## src/rtl/systolic_array_ctrl.sv

```systemverilog
`default_nettype none
// +----------------------------------------------------------------------------
// | systolic_array_ctrl: fetches operand rows, streams them into a systolic
// | array, collects the result rows and writes them out.   Revision 1.0
// +----------------------------------------------------------------------------
module systolic_array_ctrl #(
  parameter int DATAWIDTH = 16,
  parameter int N_SIZE    = 5,
  parameter int TIMEOUT   = 64,
  localparam int AW       = (N_SIZE > 1) ? $clog2(N_SIZE) : 1
) (
  input  logic                            clk,
  input  logic                            rst_n,
  input  logic                            start,
  input  logic                            abort,
  output logic                            busy,
  output logic                            done,
  output logic                            timeout_err,
  output logic                            op_rd_en,
  output logic [AW-1:0]                   op_rd_addr,
  input  logic [N_SIZE*DATAWIDTH-1:0]     op_a_data,
  input  logic [N_SIZE*DATAWIDTH-1:0]     op_b_data,
  output logic                            sa_valid_in,
  output logic [N_SIZE*DATAWIDTH-1:0]     sa_a,
  output logic [N_SIZE*DATAWIDTH-1:0]     sa_b,
  input  logic                            sa_valid_out,
  input  logic [N_SIZE*2*DATAWIDTH-1:0]   sa_c,
  output logic                            res_wr_en,
  output logic [AW-1:0]                   res_wr_addr,
  output logic [N_SIZE*2*DATAWIDTH-1:0]   res_wr_data
);

  localparam int            TW        = $clog2(TIMEOUT + 1);
  localparam logic [AW-1:0] ROW_LAST  = AW'(N_SIZE - 1);
  localparam logic [TW-1:0] TMO_LAST  = TW'(TIMEOUT - 1);

  typedef enum logic [2:0] {
    S_IDLE  = 3'd0,
    S_FETCH = 3'd1,
    S_WAIT  = 3'd2,
    S_DRAIN = 3'd3,
    S_DONE  = 3'd4
  } state_t;

  state_t        r_state;
  logic          r_rd_vld;
  logic [AW-1:0] r_row;
  logic [TW-1:0] r_tmo;

  always_ff @(posedge clk or negedge rst_n) begin
    if (!rst_n) begin
      r_state     <= S_IDLE;
      r_rd_vld    <= 1'b0;
      r_row       <= '0;
      r_tmo       <= '0;
      busy        <= 1'b0;
      done        <= 1'b0;
      timeout_err <= 1'b0;
      op_rd_en    <= 1'b0;
      op_rd_addr  <= '0;
      sa_valid_in <= 1'b0;
      sa_a        <= '0;
      sa_b        <= '0;
      res_wr_en   <= 1'b0;
      res_wr_addr <= '0;
      res_wr_data <= '0;
    end else begin
      // Buffer has one cycle of read latency; the delayed strobe marks valid data.
      r_rd_vld    <= op_rd_en;
      sa_valid_in <= r_rd_vld;
      sa_a        <= r_rd_vld ? op_a_data : '0;
      sa_b        <= r_rd_vld ? op_b_data : '0;
      res_wr_en   <= 1'b0;

      if (abort) begin
        r_state     <= S_IDLE;
        r_rd_vld    <= 1'b0;
        busy        <= 1'b0;
        done        <= 1'b0;
        op_rd_en    <= 1'b0;
        op_rd_addr  <= '0;
        sa_valid_in <= 1'b0;
        sa_a        <= '0;
        sa_b        <= '0;
      end else begin
        case (r_state)
          S_IDLE: begin
            r_row <= '0;
            r_tmo <= '0;
            if (start) begin
              r_state     <= S_FETCH;
              busy        <= 1'b1;
              timeout_err <= 1'b0;
              op_rd_en    <= 1'b1;
              op_rd_addr  <= '0;
            end
          end

          S_FETCH: begin
            if (op_rd_addr == ROW_LAST) begin
              op_rd_en <= 1'b0;
              r_tmo    <= '0;
              r_state  <= S_WAIT;
            end else begin
              op_rd_addr <= op_rd_addr + 1'b1;
            end
          end

          S_WAIT, S_DRAIN: begin
            if (sa_valid_out) begin
              r_tmo       <= '0;
              res_wr_en   <= 1'b1;
              res_wr_addr <= r_row;
              res_wr_data <= sa_c;
              if (r_row == ROW_LAST) begin
                r_state <= S_DONE;
              end else begin
                r_row   <= r_row + 1'b1;
                r_state <= S_DRAIN;
              end
            end else if (r_tmo == TMO_LAST) begin
              timeout_err <= 1'b1;
              done        <= 1'b1;
              r_state     <= S_DONE;
            end else begin
              r_tmo <= r_tmo + 1'b1;
            end
          end

          // After a normal drain the first DONE cycle carries the last write,
          // so the done pulse follows one cycle later.
          S_DONE: begin
            if (done) begin
              done    <= 1'b0;
              busy    <= 1'b0;
              r_state <= S_IDLE;
            end else begin
              done <= 1'b1;
            end
          end

          default: r_state <= S_IDLE;
        endcase
      end
    end
  end

endmodule
`default_nettype wire

```

## config.mk

```make
export PLATFORM = sky130hd
export DESIGN_NAME = systolic_array_ctrl
export DESIGN_NICKNAME = d
export VERILOG_FILES = /design/src/rtl/systolic_array_ctrl.sv
export SDC_FILE = /design/constraint.sdc
export NUM_CORES = 1
export LEC_CHECK = 0
export ABC_CLOCK_PERIOD_IN_PS = 2600
export CAP_MARGIN = 20
export CORE_AREA = 2 2 255 257
export DETAILED_ROUTE_END_ITERATION = 7
export DIE_AREA = 0 0 257 259
export HOLD_SLACK_MARGIN = 0.15
export PLACE_DENSITY_LB_ADDON = 0.2
export SETUP_SLACK_MARGIN = 0.02
export SYNTH_ARGS = -nofsm -noshare
export SYNTH_HDL_FRONTEND = slang
export SYNTH_SLANG_ARGS = --single-unit
```

## constraint.sdc

```tcl
create_clock -name clk -period 2.6 [get_ports clk]
set_input_delay 0.39 -clock clk [delete_from_list [all_inputs] [get_ports clk]]
set_output_delay 0.39 -clock clk [all_outputs]
set_load 0.01 [all_outputs]
```

* Word level (Yosys, flattened, before mapping)
Index checks and enable logic that the tools add are counted.
Operators by class: $add $sub $neg 3, eq/ne operators 21, multiplexer cells 42, bitwise gates (word level) 1, reduce and logical (&&, ||, !) cells 16
Operator list (count):
- $mux W80 | 4
- $mux W3 | 12
- $mux W7 | 3
- $ne A3 B3 Y1 const B | 7
- $pmux W7 S3 | 1
- $mux W1 | 15
- $reduce_and A3 Y1 | 5
- $ne A2 B2 Y1 const B | 6
- $pmux W3 S2 | 2
- $pmux W3 S4 | 1
- $reduce_and A4 Y1 | 3
- $reduce_bool A3 Y1 | 4
- $eq A3 B3 Y1 const B | 3
- $pmux W1 S2 | 4
- $add A7 B1 Y7 const B | 1
- $eq A7 B6 Y1 const B | 1
- $add A3 B1 Y3 const B | 2
- $eq A3 B2 Y1 const B | 2
- $reduce_and A5 Y1 | 1
- $ne A4 B4 Y1 const B | 1
- $eq A3 B1 Y1 const B | 1
- $logic_not A3 Y1 | 1
- $reduce_bool A2 Y1 | 1
- $reduce_or A2 Y1 | 1
- $not A1 Y1 | 1
Word-level totals: bits in registers 346, input bits 325, output and inout port bits 332, logic and storage cells 98

* Logic depth before layout (Yosys ltp)
word-level depth 5, gate-level depth with buffers 6

* Worst setup path before layout
Ideal clock, no wire load.
path type reg-to-reg, start reg r_state[2], end reg res_wr_data[100], arrival time 1.527 ns, required time 2.475 ns, slack 0.948 ns, stages on the path, launching flop included 6, path buffers 2, path through dfrtp_1 or2_1 nor2_1 buf_4 buf_6 mux2_2
On the way: cells in the longest elaborated chain, start to end 3, elaborated cells on any way between the ends 4, classes of those cells eq/ne: 2; reduce/logical: 2
RTL lines:
- start: declaration | RTL line 45 | state_t r_state;
- start signal: assignment | RTL line 52 | r_state <= S_IDLE;
- start signal: assignment | RTL line 76 | r_state <= S_IDLE;
- start signal: assignment | RTL line 91 | r_state <= S_FETCH;
- $eq A3 B2 Y1 | RTL line 86 | case (r_state)
- $reduce_or A2 Y1 (*) | RTL line 86
- $reduce_and A3 Y1 (no source line) (*)
- end signal: assignment | RTL line 66 | res_wr_data <= '0;
- end signal: assignment | RTL line 114 | res_wr_data <= sa_c;
- end: declaration | RTL line 30 | output logic [N_SIZE*2*DATAWIDTH-1:0] res_wr_data
Every way passes the cells marked *; elsewhere a longest branch is shown, timed or not. A chain may end at the register's enable or synchronous reset.

* Final worst setup path
start reg res_wr_data[103], end out res_wr_data[103]
No word-level cell between the ends.

==> results.sh <==
export IMPL_use_met3=0.0609
export IMPL_seqCellArea_mm2=0.00866
export IMPL_cts_tree="yes"
export IMPL_fin_ws_ns=0.600
export IMPL_setup_tns_ns=0
export IMPL_cts_made_buffers=41
export IMPL_worst_setup_path_start_kind="flip-flop"
export IMPL_layout_drive_gt1_share=0.162
export IMPL_grtUsageTotal=0.126
export IMPL_critPathRequiredTime_ns=2.21
export IMPL_synth_top_family_by_area="multiplexers"
export IMPL_critical_path_arrival_ns=1.61
export IMPL_cts_htree_levels=2
export IMPL_critPathKind="flip-flop to output port"
export IMPL_postSynthAreaPerCell_um2=15.4
export IMPL_port_buffer_count=656
export IMPL_cts_root_buf="clkbuf_16"
export IMPL_drt_iter0_drc=272
export IMPL_path_cells="clkdlybuf4s50_1"
export IMPL_post_cts_buffers=0
export IMPL_finalClockSkew_ns=0.0124
export IMPL_post_cts_resized_instances=0
export IMPL_syn_area_mm2=0.0123
export IMPL_cp_top_family="buffers and inverters"
export IMPL_avgRoutedWirePerCell_um=18.2
export IMPL_fin_crit_sh=0.769
export IMPL_syn_inst=804
export IMPL_grt_util_met1=0.138
export IMPL_min_period_ns=2.00
export IMPL_yosys_area_share_adder=0.00507
export IMPL_grt_pass1_vias=9615
export IMPL_synthSimpleGateAreaFrac=0.101
export IMPL_crit_path_max_fanout=2
export IMPL_dr_pass1_iters=4
export IMPL_die_height_um=259
export IMPL_overflow=0
export IMPL_area_growth_pct=73.4
export IMPL_yosys_warnings=0
export IMPL_grt_pass1_wl_um=63500
export IMPL_clk_latency_ns=0.55
export IMPL_grt_busiest_layer="met2"
export IMPL_vias_per_cell=3.76
export IMPL_multi_input_area_mm2=0.00342
export IMPL_clk_path_buf_depth=3
export IMPL_r2r_cells=5
export IMPL_drv_cap=0
export IMPL_min_path_type="input pin to async pin"
export IMPL_status="finished, final reports clean"
export IMPL_num_rows=93
export IMPL_hpwl_um=32900
export IMPL_synth_seq_cells=346
export IMPL_syn_nets=1134
export IMPL_r2r_end="res_wr_data[124]$_DFFE_PN0P_"
export IMPL_rsz0062_at_grt="false"
export IMPL_synthXorXnorAreaFrac=0
export IMPL_tightestPinTransition_ns=0.551
export IMPL_die_area_mm2=0.0666
export IMPL_fillers=6296
export IMPL_fmax_mhz=500
export IMPL_routabilityCongestion=0.756
export IMPL_postSynth_asyncResetShare=1.00
export IMPL_power_per_cell_area_mw_per_mm2=564
export IMPL_leakagePower_nw=9.65
export IMPL_antenna_found_initial=4
export IMPL_slew_headroom=0.630
export IMPL_timing_rr_start="r_state[2]$_DFFE_PN0P_"
export IMPL_slowest_stage="clkdlybuf4s50_1"
export IMPL_drcViolationCount=0
export IMPL_clkTransAtPathRegs_ns=0.06
export IMPL_drt_total_wl_um=43200
export IMPL_clock_sinks=346
export IMPL_fp_dieW_um=257
export IMPL_yosysSeqAreaShare=0.701
export IMPL_crit_buf_inv=1
export IMPL_ir_worst_vdd_v=0.000506
export IMPL_drt_antenna_violating_nets=0
export IMPL_vias=8931
export IMPL_r2r_setup_slack_ns=0.73
export IMPL_pin_count=657
export IMPL_synth_compound_area_frac=0.0214
export IMPL_synth_edf_count=0
export IMPL_slew_violations=0
export IMPL_finalNetCount=1822
export IMPL_setup_violations=0
export IMPL_grt_max_degree=70
export IMPL_synth_main_ff_cell="dfrtp_1"
export IMPL_place_ws_ns=0.312
export IMPL_cpPeakStageDelay_ns=0.72
export IMPL_final_hold_viol_count=0
export IMPL_use_met2=0.216
export IMPL_endpoint_kind="output port"
export IMPL_synth_mux_area_frac=0.149
export IMPL_start_util=0.193
export IMPL_yosysUniqueCellTypes=42
export IMPL_core_mm2=0.0639
## power by group
group / internal, mW / switching, mW / leakage [nW]
clock: 3.41 / 2.26 / 0.663
combinational: 0.599 / 0.317 / 4.18
sequential: 5.45 / 0.0249 / 4.81
total: 9.46 / 2.61 / 9.65
## layout by cell type, fill, tap and decap left out, types with 10 or more instances in the layout
| master | Yosys | layout |
|---|---|---|
| mux2_2 | 153 | 153 |
| buf_4 | 7 | 17 |
| nor2_1 | 14 | 13 |
| mux2_1 | 10 | 10 |
| clkbuf_8 | 0 | 14 |
| clkbuf_16 | 0 | 43 |
| and2_1 | 162 | 162 |
| clkbuf_1 | 19 | 10 |
| dfrtp_1 | 346 | 346 |
| clkdlybuf4s50_1 | 0 | 655 |
## cell type report
| class | count | share of cell area |
|---|---|---|
| flip-flops and latches | 346 | 0.404 |
| repair buffers | 683 | 0.322 |
| clock buffers | 67 | 0.0610 |
| inverters | 8 | 0.00140 |
| well taps | 855 | 0.0500 |
| diodes | 2 | 0.000234 |
| multi-input cells | 412 | 0.160 |
| clock inverters | 5 | 0.00134 |
## stage by stage
| step | utilization | instance area (um^2) | hold WS, ns | std cells | power, mW |
|---|---|---|---|---|---|
| detailed placement | 0.314 | 20100 | 0.393 | 2303 | 6.51 |
| finish | 0.335 | 21400 | 0.382 | 2378 | 12.1 |
| floorplan | - | 12300 | 0.0944 | 804 | 5.70 |
| global route | 0.335 | 21400 | 0.358 | 2376 | 12.6 |
| CTS | 0.335 | 21400 | 0.341 | 2376 | 12.4 |
| global placement | 0.314 | 20100 | 0.388 | 2303 | 6.51 |
## worst max-delay path by stage
stage                                      start                      endpoint  slack (ns)  cells past startpoint
finish              res_wr_data[103]$_DFFE_PN0P_              res_wr_data[103]        0.60                      1
global route        res_wr_data[103]$_DFFE_PN0P_              res_wr_data[103]        0.50                      1
CTS                 res_wr_data[103]$_DFFE_PN0P_              res_wr_data[103]        0.51                      1
detailed placement                         abort  res_wr_data[126]$_DFFE_PN0P_        0.31                      6
global placement                           abort  res_wr_data[156]$_DFFE_PN0P_        0.33                      6
floorplan                 r_state[2]$_DFFE_PN0P_  res_wr_data[100]$_DFFE_PN0P_        0.95                      5
## flip-flops by register name (all words and copies together), names as in the netlist
name         flops
done             1
r_rd_vld         1
op_rd_addr       3
sa_valid_in      1
sa_b            80
r_state          3
op_rd_en         1
timeout_err      1
res_wr_data    160
res_wr_en        1
r_row            3
sa_a            80
r_tmo            7
busy             1
res_wr_addr      3
## cell usage after synthesis (all sizes together), types with 2 or more instances
library cell	instances	area, um^2
ha	5	62.6
buf	19	181
and2	162	1010
nand2b	2	12.5
a21o	3	22.5
a32o	2	20.0
nand2	9	33.8
mux2	163	1840
inv	8	30.0
dfrtp	346	8660
clkbuf	19	71.3
nand3	3	15.0
a21oi	8	40.0
o21ai	9	45.0
nor2	14	52.6
nor3	2	21.3
o31ai	6	45.0
or2	3	18.8
a21boi	2	15.0
and3	3	18.8
## layer usage
layer  vias up  wire length, um  part of all wire
met5         -               54            0.0013
met4         8             1180             0.027
met3        68             4650              0.11
met2       417            21400              0.49
met1      4365            16000              0.37
li1       4073                -                 -
## repair_timing
item / in CTS / in global routing
endpoints found under the setup margin: 0 / 0
hold buffers: 1 / 0
endpoints found under the hold margin: 47 / 0
## cells by family after synthesis
logic type                 after synthesis
DFF                                    346
and+or+nand+nor                        205
muxes                                  163
buffers and inverters                   46
AOI/OAI and AO/OA                       39
adders and majority gates                5
## worst reg2reg max path, stage by stage (launching register included)
cell	delay, ns
dfrtp_1	0.46
or2_1	0.28
nor2_4	0.14
buf_12	0.21
buf_4	0.29
mux2_2	0.37
Note: power is estimated with default switching activity, not from simulation.
